<file path="config.mk">
export PLATFORM = sky130hd
export DESIGN_NAME = vga_tile_bitgen
export DESIGN_NICKNAME = d
export VERILOG_FILES = /design/src/rtl/vga_pkg.sv /design/src/rtl/vga_palette.sv /design/src/rtl/vga_tile_bitgen.sv
export SDC_FILE = /design/constraint.sdc
export NUM_CORES = 1
export LEC_CHECK = 0
export ABC_AREA = 1
export CORE_ASPECT_RATIO = 1.4
export CORE_UTILIZATION = 30
export DETAILED_ROUTE_END_ITERATION = 8
export PLACE_DENSITY_LB_ADDON = 0.08
export SETUP_SLACK_MARGIN = 0.02
export SLEW_MARGIN = 10
export SYNTH_ARGS = -nofsm -noshare
export SYNTH_HDL_FRONTEND = slang
export SYNTH_HIERARCHICAL = 1
export SYNTH_SLANG_ARGS = --single-unit
</file>
<file path="constraint.sdc">
create_clock -name clock -period 2.2 [get_ports clock]
set_input_delay 0.22 -clock clock [delete_from_list [all_inputs] [get_ports clock]]
set_output_delay 0.22 -clock clock [all_outputs]
set_load 0.1 [all_outputs]
</file>
<file path="src/rtl/vga_pkg.sv">
// Shared constants and types for the VGA tile bit generator: tile geometry,
// tile-map word layout, RGB332 colour type and the power-up palette.
package vga_pkg;

  localparam int H_TILES    = 80;
  localparam int V_TILES    = 60;
  localparam int TILE_SHIFT = 3;
  localparam int MAP_AW     = 13;
  localparam int GLYPH_AW   = 11;

  localparam int GLYPH_LSB  = 0;
  localparam int FG_LSB     = 8;
  localparam int BG_LSB     = 12;

  typedef logic [7:0]        rgb332_t;
  typedef logic [3:0]        pal_idx_t;
  typedef rgb332_t [15:0]    pal_t;

  // Entry 15 is white and every other entry black.
  localparam pal_t DEFAULT_PAL = {8'hFF, {15{8'h00}}};

endpackage

</file>
<file path="src/rtl/vga_palette.sv">
// 16-entry RGB332 palette: one write port, one combinational read port,
// synchronous clear back to the default colours.
module vga_palette
  import vga_pkg::*;
(
  input  logic     clock_i,
  input  logic     clear_i,
  input  logic     we_i,
  input  pal_idx_t wr_idx_i,
  input  rgb332_t  wr_data_i,
  input  pal_idx_t rd_idx_i,
  output rgb332_t  rd_data_o
);

  pal_t mem_q;

  always_ff @(posedge clock_i) begin
    if (clear_i) begin
      mem_q <= DEFAULT_PAL;
    end else if (we_i) begin
      mem_q[wr_idx_i] <= wr_data_i;
    end
  end

  // Reads see the pre-write contents on a write edge.
  assign rd_data_o = mem_q[rd_idx_i];

endmodule

</file>
<file path="src/rtl/vga_tile_bitgen.sv">
// Tile-based pixel generator with a fixed 3-cycle pipeline behind the VGA timing
// controller. Optional blinking cursor enabled by defining VGA_BITGEN_CURSOR_EN.
module vga_tile_bitgen
  import vga_pkg::*;
(
  input  logic                clock,
  input  logic                clear,
  input  logic                hSync_in,
  input  logic                vSync_in,
  input  logic                bright_in,
  input  logic [9:0]          hCount,
  input  logic [9:0]          vCount,
  output logic [MAP_AW-1:0]   map_addr,
  input  logic [15:0]         map_data,
  output logic [GLYPH_AW-1:0] glyph_addr,
  input  logic [7:0]          glyph_data,
  input  logic                pal_we,
  input  logic [3:0]          pal_idx,
  input  logic [7:0]          pal_data,
`ifdef VGA_BITGEN_CURSOR_EN
  input  logic [6:0]          cursor_col,
  input  logic [5:0]          cursor_row,
`endif
  output logic [7:0]          rgb,
  output logic                hSync,
  output logic                vSync,
  output logic                bright
);

  logic [MAP_AW-1:0] row_ext, col_ext;

  // row*80 as row*64 + row*16; lines >= 512 never carry active video.
  always_comb begin
    row_ext  = MAP_AW'(vCount[8:TILE_SHIFT]);
    col_ext  = MAP_AW'(hCount[9:TILE_SHIFT]);
    map_addr = '0;
    if (bright_in && !vCount[9]) begin
      map_addr = (row_ext << 6) + (row_ext << 4) + col_ext;
    end
  end

  logic [2:0] a_col_q, a_row_q;
  logic       a_hs_q, a_vs_q, a_br_q, a_swap_q, a_swap_d;

`ifdef VGA_BITGEN_CURSOR_EN
  logic [5:0] frame_q;
  logic       vs_prev_q;

  always_ff @(posedge clock) begin
    if (clear) begin
      frame_q   <= '0;
      vs_prev_q <= 1'b1;
    end else begin
      vs_prev_q <= vSync_in;
      if (vs_prev_q && !vSync_in) frame_q <= frame_q + 6'd1;
    end
  end

  assign a_swap_d = frame_q[5] && (hCount[9:TILE_SHIFT] == cursor_col) &&
                    (vCount[8:TILE_SHIFT] == cursor_row);
`else
  assign a_swap_d = 1'b0;
`endif

  always_ff @(posedge clock) begin
    if (clear) begin
      a_col_q  <= '0;
      a_row_q  <= '0;
      a_hs_q   <= 1'b1;
      a_vs_q   <= 1'b1;
      a_br_q   <= 1'b0;
      a_swap_q <= 1'b0;
    end else begin
      a_col_q  <= hCount[TILE_SHIFT-1:0];
      a_row_q  <= vCount[TILE_SHIFT-1:0];
      a_hs_q   <= hSync_in;
      a_vs_q   <= vSync_in;
      a_br_q   <= bright_in;
      a_swap_q <= a_swap_d;
    end
  end

  assign glyph_addr = {map_data[GLYPH_LSB +: 8], a_row_q};

  logic [3:0] b_fg_q, b_bg_q;
  logic [2:0] b_col_q;
  logic       b_hs_q, b_vs_q, b_br_q;

  always_ff @(posedge clock) begin
    if (clear) begin
      b_fg_q  <= '0;
      b_bg_q  <= '0;
      b_col_q <= '0;
      b_hs_q  <= 1'b1;
      b_vs_q  <= 1'b1;
      b_br_q  <= 1'b0;
    end else begin
      b_fg_q  <= a_swap_q ? map_data[BG_LSB +: 4] : map_data[FG_LSB +: 4];
      b_bg_q  <= a_swap_q ? map_data[FG_LSB +: 4] : map_data[BG_LSB +: 4];
      b_col_q <= a_col_q;
      b_hs_q  <= a_hs_q;
      b_vs_q  <= a_vs_q;
      b_br_q  <= a_br_q;
    end
  end

  logic     pix;
  pal_idx_t rd_idx;
  rgb332_t  rd_data, rgb_d;
  rgb332_t  rgb_q;
  logic     hs_q, vs_q, br_q;

  always_comb begin
    pix    = glyph_data[3'd7 - b_col_q];
    rd_idx = pix ? b_fg_q : b_bg_q;
    rgb_d  = b_br_q ? rd_data : 8'h00;
  end

  vga_palette u_palette (
    .clock_i   (clock),
    .clear_i   (clear),
    .we_i      (pal_we),
    .wr_idx_i  (pal_idx),
    .wr_data_i (pal_data),
    .rd_idx_i  (rd_idx),
    .rd_data_o (rd_data)
  );

  always_ff @(posedge clock) begin
    if (clear) begin
      rgb_q <= 8'h00;
      hs_q  <= 1'b1;
      vs_q  <= 1'b1;
      br_q  <= 1'b0;
    end else begin
      rgb_q <= rgb_d;
      hs_q  <= b_hs_q;
      vs_q  <= b_vs_q;
      br_q  <= b_br_q;
    end
  end

  assign rgb    = rgb_q;
  assign hSync  = hs_q;
  assign vSync  = vs_q;
  assign bright = br_q;

endmodule
</file>
# Word-level counts from Yosys, hierarchy flattened
# Index checks and enable logic that the tools add are counted.
# totals
ff_bits	162
word_cells	52
input_bits	62
out_inout_bits	35
# classes
bitwise_logic	1
add_sub_neg	3
muxes	9
n_reduce_logical	4
n_lt_le_gt_ge	4
# ops
cell	count
bitwise mux 128 bit	1
binary-select mux 8 bit (select 4 bit)	1
demux 8 bit (select 4 bit)	1
2-to-1 mux 8 bit	2
adder 12 x 10 -> 13 bit	1
adder 13 x 7 -> 13 bit	1
2-to-1 mux 13 bit	1
less-than comparator 4 x 5 -> 1 bit (second input constant)	2
greater-or-equal comparator 4 x 1 -> 1 bit (second input constant)	1
less-than comparator 3 x 4 -> 1 bit (second input constant)	1
2-to-1 mux 4 bit	1
binary-select mux 1 bit (select 3 bit)	1
subtractor 3 bit (first input constant)	1
logical AND 1 bit	2
OR reduction 2 bit	1
zero test 1 bit	1
2-to-1 mux 1 bit	1
inverter 1 bit	1

# Longest topological paths before layout
# Gate-level depths: netlist (run 1).
# depth
depth_word	6
depth_mapped	18
ltp_nobuf	15

# Cells and area by module
# Netlist (run 1), hierarchy kept.
# by_module_without_submodules
module	cells_each	area_each_um2	seq_area_each_um2	instances
vga_palette	886	5876.9	2562.5	1
vga_tile_bitgen	226	1631.6	680.7	1

# Least setup slack after synthesis (run 1)
# Ideal clock, no wire load.
# synth_timing
path_type	input to output
from	input port hCount[9]
to	output port map_addr[9]
arrival_ns	2.897
stages	10
path_slack_ns	-0.917
t_required_ns	1.980
n_path_buf	0
path_cell_list	inv_1 > fa_1 > inv_1 > fa_1 > nand2_1 > nand2_1 > and2_1 > nand2_1 > nand2_1 > nor2_1
# synth_via
elab_chain_cells	2
# synth_rtl
element	line_no	rtl
start, declared	vga_tile_bitgen.sv:11	input logic [9:0] hCount,
adder 13 x 7 -> 13 bit	vga_tile_bitgen.sv:38	map_addr = (row_ext << 6) + (row_ext << 4) + col_ext;
2-to-1 mux 13 bit	vga_tile_bitgen.sv:37	if (bright_in && !vCount[9]) begin
end, declared	vga_tile_bitgen.sv:13	output logic [MAP_AW-1:0] map_addr,
# Every way passes these cells.

# Worst setup path in the final report (run 1)
# layout_timing
from	input port vCount[3]
to	output port map_addr[12]
# layout_via
elab_chain_cells	3
# layout_rtl
element	line_no	rtl
start, declared	vga_tile_bitgen.sv:12	input logic [9:0] vCount,
adder 12 x 10 -> 13 bit	vga_tile_bitgen.sv:38	
adder 13 x 7 -> 13 bit	vga_tile_bitgen.sv:38	
2-to-1 mux 13 bit	vga_tile_bitgen.sv:37	
# Every way passes these cells.

==> results of run 1 <==
-- per-layer routing --
metal	vias up	GRT usage (%)	wire, um
met5	-	0	0
met4	0	6.87	459
met3	22	3.19	639
met2	113	30.0	10600
met1	3020	22.4	10300
li1	3668	-	-
-- layout by cell type (no fill, tap or decap), drive strengths merged --
master and instances:
a21oi 94, and2 1, buf 92, clkbuf 26, clkdlybuf4s50 44, clkinv 5, clkinvlp 4, dfxtp 162
dlygate4sd2 2, dlymetal6s2s 2, fa 2, ha 11, inv 191, nand2 186, nand3 121, nand4 1
nor2 129, nor3 1, o211ai 8, o21a 1, o21ai 130, or2 6
-- sequential cells by signal, summed over array words and instances (netlist names) --
signal           count
a_br_q               1
a_col_q              3
a_hs_q               1
a_row_q              3
a_vs_q               1
b_bg_q               4
b_br_q               1
b_col_q              3
b_fg_q               4
b_hs_q               1
b_vs_q               1
bright               1
hSync                1
rgb                  8
u_palette/mem_q    128
vSync                1
-- logic make-up (layout without fill, tap and decap cells) --
kind of cell | after synthesis | in the layout | synth area share, %
buf+inv | 259 | 366 | 13.7
fa+ha+maj | 13 | 13 | 2.37
simple gates | 445 | 445 | 24.9
compound gates | 233 | 233 | 15.8
flops | 162 | 162 | 43.2
-- final cells by class --
cell class,count,area (um^2)
fill,2560,14600
multi-input combinational,691,3530
sequential,162,3250
timing repair buffer,146,1560
inverter,188,718
clock buffer,20,457
tap,315,394
clock inverter,12,98.8
-- worst min-delay path: stages --
cell and delay, ps:
clkdlybuf4s50_1 390, inv_1 50, nor2_1 30
-- where the power goes --
group | switching [mW] | internal (mW) | leakage (nW)
registers | 0.0226 | 3.01 | 1.32
logic | 0.887 | 0.586 | 2.73
clock network | 1.28 | 1.52 | 0.262
-- metrics by stage --
step	area (um^2)	setup WS (ps)	utilization, %
global route	10000	-50.6	40.7
finish	10000	17.0	40.7
floorplan	7600	-68.1	-
detailed placement	9090	-572	37.0
CTS	9740	-61.7	39.6
global placement	9090	-572	37.0
-- how the worst max path moves through the flow --
stage,from,endpoint,slack (ps),cells past startpoint
after floorplan,vCount[5],map_addr[7],-70,5
after global placement,vCount[5],map_addr[9],-570,12
after detailed placement,vCount[5],map_addr[11],-570,13
after CTS,vCount[5],map_addr[9],-60,12
after global routing,vCount[3],map_addr[11],-50,13
final,vCount[3],map_addr[12],20,11
-- timing repair --
| action | in CTS | in global routing |
|---|---|---|
| resized for setup | 34 | 46 |
| setup endpoints to repair | 7 | 14 |
| buffers inserted | 1 | 2 |
| pin swaps | 14 | 20 |
| cloned | 0 | 5 |
==> reports/results.ini, run 1 <==
[outcome]
outcome=finished, final reports clean

[clock_tree]
htree_num_levels=4
cts_sinks=162
cts_tree=done
numCtsBuffers=17
clock_latency_ps=430
clk_pin_slew_ps=70
root_buffer=clkbuf_16
cts.path.max_buffers=2
cts_hold_buf=0

[setup_path]
reg2reg_slack_ps=170
path_class=in -> out
cp_max_fo=3
slowest_delay_ps=540
rr_worst_depth=15
r2r-end=rgb[5]$_SDFF_PP0_
arrival_ps=1960
worstSetupStartpointType=input port
cp_slowest_cell=fa_1
endpoint_kind=primary output
critPathRequiredTime_ps=1980
crit_chain=buf_6, inv_2, fa_1, inv_2, buf_4, ha_4, nand3_2, nand3_2, nand4_1, a21oi_4, buf_12
cp.buffers_inverters=5
regToRegStartpoint=b_col_q[0]$_SDFF_PP0_
cp_top_family=adder cells

[power]
total_power_mw=7.31
power.leakage_nw=4.31
p_per_area_nw_per_um2=730
ir_worst_vdd_mv=0.489

[run]
cap_violations=0

[synth]
synth_ff_type=dfxtp_1
synth_cell_type_count=24
synth.most_common_cell=inv_1
mappedNetlistNets=1187
synth.top_cells.by_count=187 x inv_1, 185 x nand2_1, 162 x dfxtp_1
post_synth.cell_area_avg_um2=6.75
syn_inst=1112
yosys-top-cells-area=dfxtp_1 43%, inv_1 9.3%, nand2_1 9.2%
yosysTopAreaCellShare_pct=43.2
yosysSeqAreaShare_pct=43.2
synth_top_cell_by_area=dfxtp_1
synth_seq_cells=162
yosysWarnings=6
synth_area_um2=7510
async_flop_share_pct=0
synth-edff-count=0

[drt]
firstDrtPassIters=5
antenna_left=0
drtIter0Drc=311
vias=6823
drt-wirelength-per-cell_um=14.3
wl_um=22000
post-route-drc-count=0
via_per_inst=4.45

[die]
die_area_um2=25700
coreArea_um2=24600
dieHeight_um=189
die_w_um=136
row_count=68
initial_core_util_pct=30.5
ios=97

[timing]
fin_setup_tns_ps=0
hold_viol=0
max_freq_ghz=0.458
tightestPinTransition_ps=496
min_period_ps=2180
report.final.slew_viol_count=0
finalCritPeriodShare_pct=99.2
timing.hold.ws_ps=296
rsz0062_at_grt=true
skew_ps=6.14
relSlewSlack_pct=66.9
setup_violations=0

[cells_and_area]
syn_to_final_growth_pct=33.3
fin_nets=1281
n_antenna_cell=0
drive_above_1_share_pct=16.3
final_cells=1534

[global_route]
antenna_found_initial=0
grt-ovfl-total=0
grt_pass1_vias=6485
grt_pass1_wl_um=35100
grt_max_degree=89
grt_use_total_pct=17.9

[hold_path]
hold_path_class=in -> reg
min-delay-start=vCount[0]
min_path_cells=3
hold_end=a_row_q[0]$_SDFF_PP0_

[place]
place_inst=1494
gp_congestion=0.808
port_buffers=80
dp_hpwl_um=14300

Power figures use the tool's default switching activity.
==> run 2, diff against run 1 <==
Settings changed: CTS_CLUSTER_SIZE set to 14.
==> results of run 2 <==
The final DEF is identical to that of run 1; final timing and power are the same.
==> run 3, diff against run 2 <==
Settings changed: ABC_CLOCK_PERIOD_IN_PS set to 2200, CAP_MARGIN set to 40, SETUP_SLACK_MARGIN 0.02 to not set.
==> reports/results.ini, run 3 (synthesized netlist as in run 1, its figures left out) <==
[outcome]
outcome=finished, final reports clean

[die]
row_count=68  ; unchanged
die_w_um=136  ; unchanged
ios=97  ; unchanged
initial_core_util_pct=30.5  ; unchanged
dieHeight_um=189  ; unchanged
coreArea_um2=24600  ; unchanged
die_area_um2=25700  ; unchanged

[cells_and_area]
final_util_pct=41.8  ; +1.1 points
n_antenna_cell=0  ; unchanged
final_common_cell=inv_1
layout_common_cells=180 x inv_1, 168 x nand2_1, 161 x dfxtp_1, 122 x o21ai_0, 118 x nor2_1
drive_above_1_share_pct=18.3  ; +2.0 points
final_cells=1547  ; +0.85%
largest_reg_flops=128  ; unchanged
fin_nets=1294  ; +1.0%
design_area_um2=10300  ; +2.7%
fillers=2570  ; +0.39%
syn_to_final_growth_pct=37.0
top_register=u_palette/mem_q

[drt]
drt-wirelength-per-cell_um=14.8  ; +3.0%
wl_um=22900  ; +3.9%
drtIter0Drc=471  ; +51%
via_per_inst=4.57  ; +2.8%
firstDrtPassIters=5  ; unchanged
antenna_left=0  ; unchanged
post-route-drc-count=0  ; unchanged
vias=7071  ; +3.6%

[power]
p_per_area_nw_per_um2=731  ; +0.18%
total_power_mw=7.52  ; +2.9%
power.leakage_nw=4.44  ; +3.1%
ir_worst_vdd_mv=0.523  ; +6.9%

[place]
port_buffers=80  ; unchanged
place_inst=1501  ; +0.47%
dpl_cell_area_um2=9200  ; +1.2%
dp_hpwl_um=15000  ; +5.0%
gp_congestion=0.831  ; +2.8%

[timing]
skew_ps=6.60  ; +0.455 ps
setup_violations=0  ; unchanged
timing.hold.ws_ps=297  ; +0.869 ps
tightestPinTransition_ps=805  ; +309 ps
report.final.slew_viol_count=0  ; unchanged
relSlewSlack_pct=46.1  ; -21 points
finalCritPeriodShare_pct=98.5  ; -0.72 points
max_freq_ghz=0.461  ; +0.73%
min_period_ps=2170  ; -15.8 ps
hold_viol=0  ; unchanged
rsz0062_at_grt=true

[global_route]
grt_pass1_wl_um=35600  ; +1.6%
grt-ovfl-total=0  ; unchanged
grt_max_degree=36  ; -60%
antenna_found_initial=0  ; unchanged
grt_use_total_pct=18.2  ; +0.33 points
grt_pass1_vias=6566  ; +1.2%

[setup_path]
endpoint_kind=primary output
path_class=in -> out
reg2reg_slack_ps=150  ; -20 ps
rr_worst_depth=16  ; +1
r2r-end=rgb[4]$_SDFF_PP0_
endpoint=map_addr[11]
critPathRequiredTime_ps=1980  ; about the same
worstSetupStartpointType=input port
cp_max_fo=2  ; -1
regToRegStartpoint=b_col_q[0]$_SDFF_PP0_
arrival_ps=1950  ; about the same
crit_start=vCount[3]

[clock_tree]
cts_tree=done
clk_pin_slew_ps=70  ; about the same
htree_num_levels=4  ; unchanged
numCtsBuffers=17  ; unchanged
cts.path.max_buffers=2  ; unchanged
cts_hold_buf=0  ; unchanged
root_buffer=clkbuf_16
clock_latency_ps=420  ; about the same
cts_sinks=162  ; unchanged

[hold_path]
hold_path_class=in -> reg

[run]
cap_violations=0  ; unchanged

==> run 3: cell types whose count changed in the layout (fill, tap and decap cells not counted), sizes merged <==
cell and change:
dlygate4sd2 +1, bufinv +1, dlymetal6s2s -1, buf +13, inv +4, clkdlybuf4s15 +2, clkbuf -5, clkinvlp -1
clkinv -1
==> run 3: per-stage QoR <==
stage / setup WS [ps] / setup TNS [ps]
after floorplan: -64.2 / -327
after global placement: -533 / -4740
after detailed placement: -534 / -4780
after CTS: -50.8 / -84.6
after global routing: -56.8 / -306
final: 32.9 / 0
==> run 3: worst min-delay path by stage <==
| stage | from | end | slack (ps) | cells past startpoint |
|---|---|---|---|---|
| 2_1_floorplan | hSync_in | a_hs_q$_SDFF_PP1_ | 320 | 1 |
| 4_1_cts | map_data[15] | b_bg_q[3]$_SDFF_PP0_ | 280 | 3 |
| 3_5_place_dp | b_vs_q$_SDFF_PP1_ | vSync$_SDFF_PP1_ | 390 | 1 |
| 6_report | hCount[1] | a_col_q[1]$_SDFF_PP0_ | 300 | 3 |
| 3_3_place_gp | a_col_q[0]$_SDFF_PP0_ | b_col_q[0]$_SDFF_PP0_ | 390 | 2 |
| 5_1_grt | map_data[9] | b_fg_q[1]$_SDFF_PP0_ | 280 | 3 |
==> run 3: where the power goes <==
group	internal, mW	switching [mW]
registers	3.01	0.0226
clock network	1.59	1.33
logic	0.638	0.932
total	5.24	2.28
==> run 3: area by class of cell <==
class	instances	area [um^2]	area share [%]
Multi-Input combinational cell	691	3600	35.0
Timing Repair Buffer	159	1750	17.0
Clock inverter	15	148	1.44
Tap cell	315	394	3.83
Clock buffer	17	425	4.14
Sequential cell	162	3250	31.6
Inverter	188	721	7.01
==> run 3: worst max-delay path, cell delays in order <==
cell and delay, ps:
buf_8 80, inv_4 30, fa_1 540, inv_2 50
fa_2 350, nand2_2 70, nand2_2 60, nand3_2 60
nand2_2 60, nand2_2 60, nand2_2 60, nor2_4 130
buf_12 180
==> run 3: layer usage <==
metal  vias to the layer above  track usage [%]  share of wire [%]
li1                       3699                -                  -
met1                      3238             21.8                 45
met2                       116             31.8                 50
met3                        18             3.16                3.0
met4                         0             6.87                2.1
met5                         -                0                  0
==> run 3: timing repair <==
| action | CTS | global route |
|---|---|---|
| resized for setup | 35 | 70 |
| endpoints found under the setup margin | 9 | 14 |
| buffers inserted | 2 | 8 |
| endpoints found under the hold margin | 0 | 0 |
| cloned | 0 | 4 |
| pin swaps | 13 | 25 |
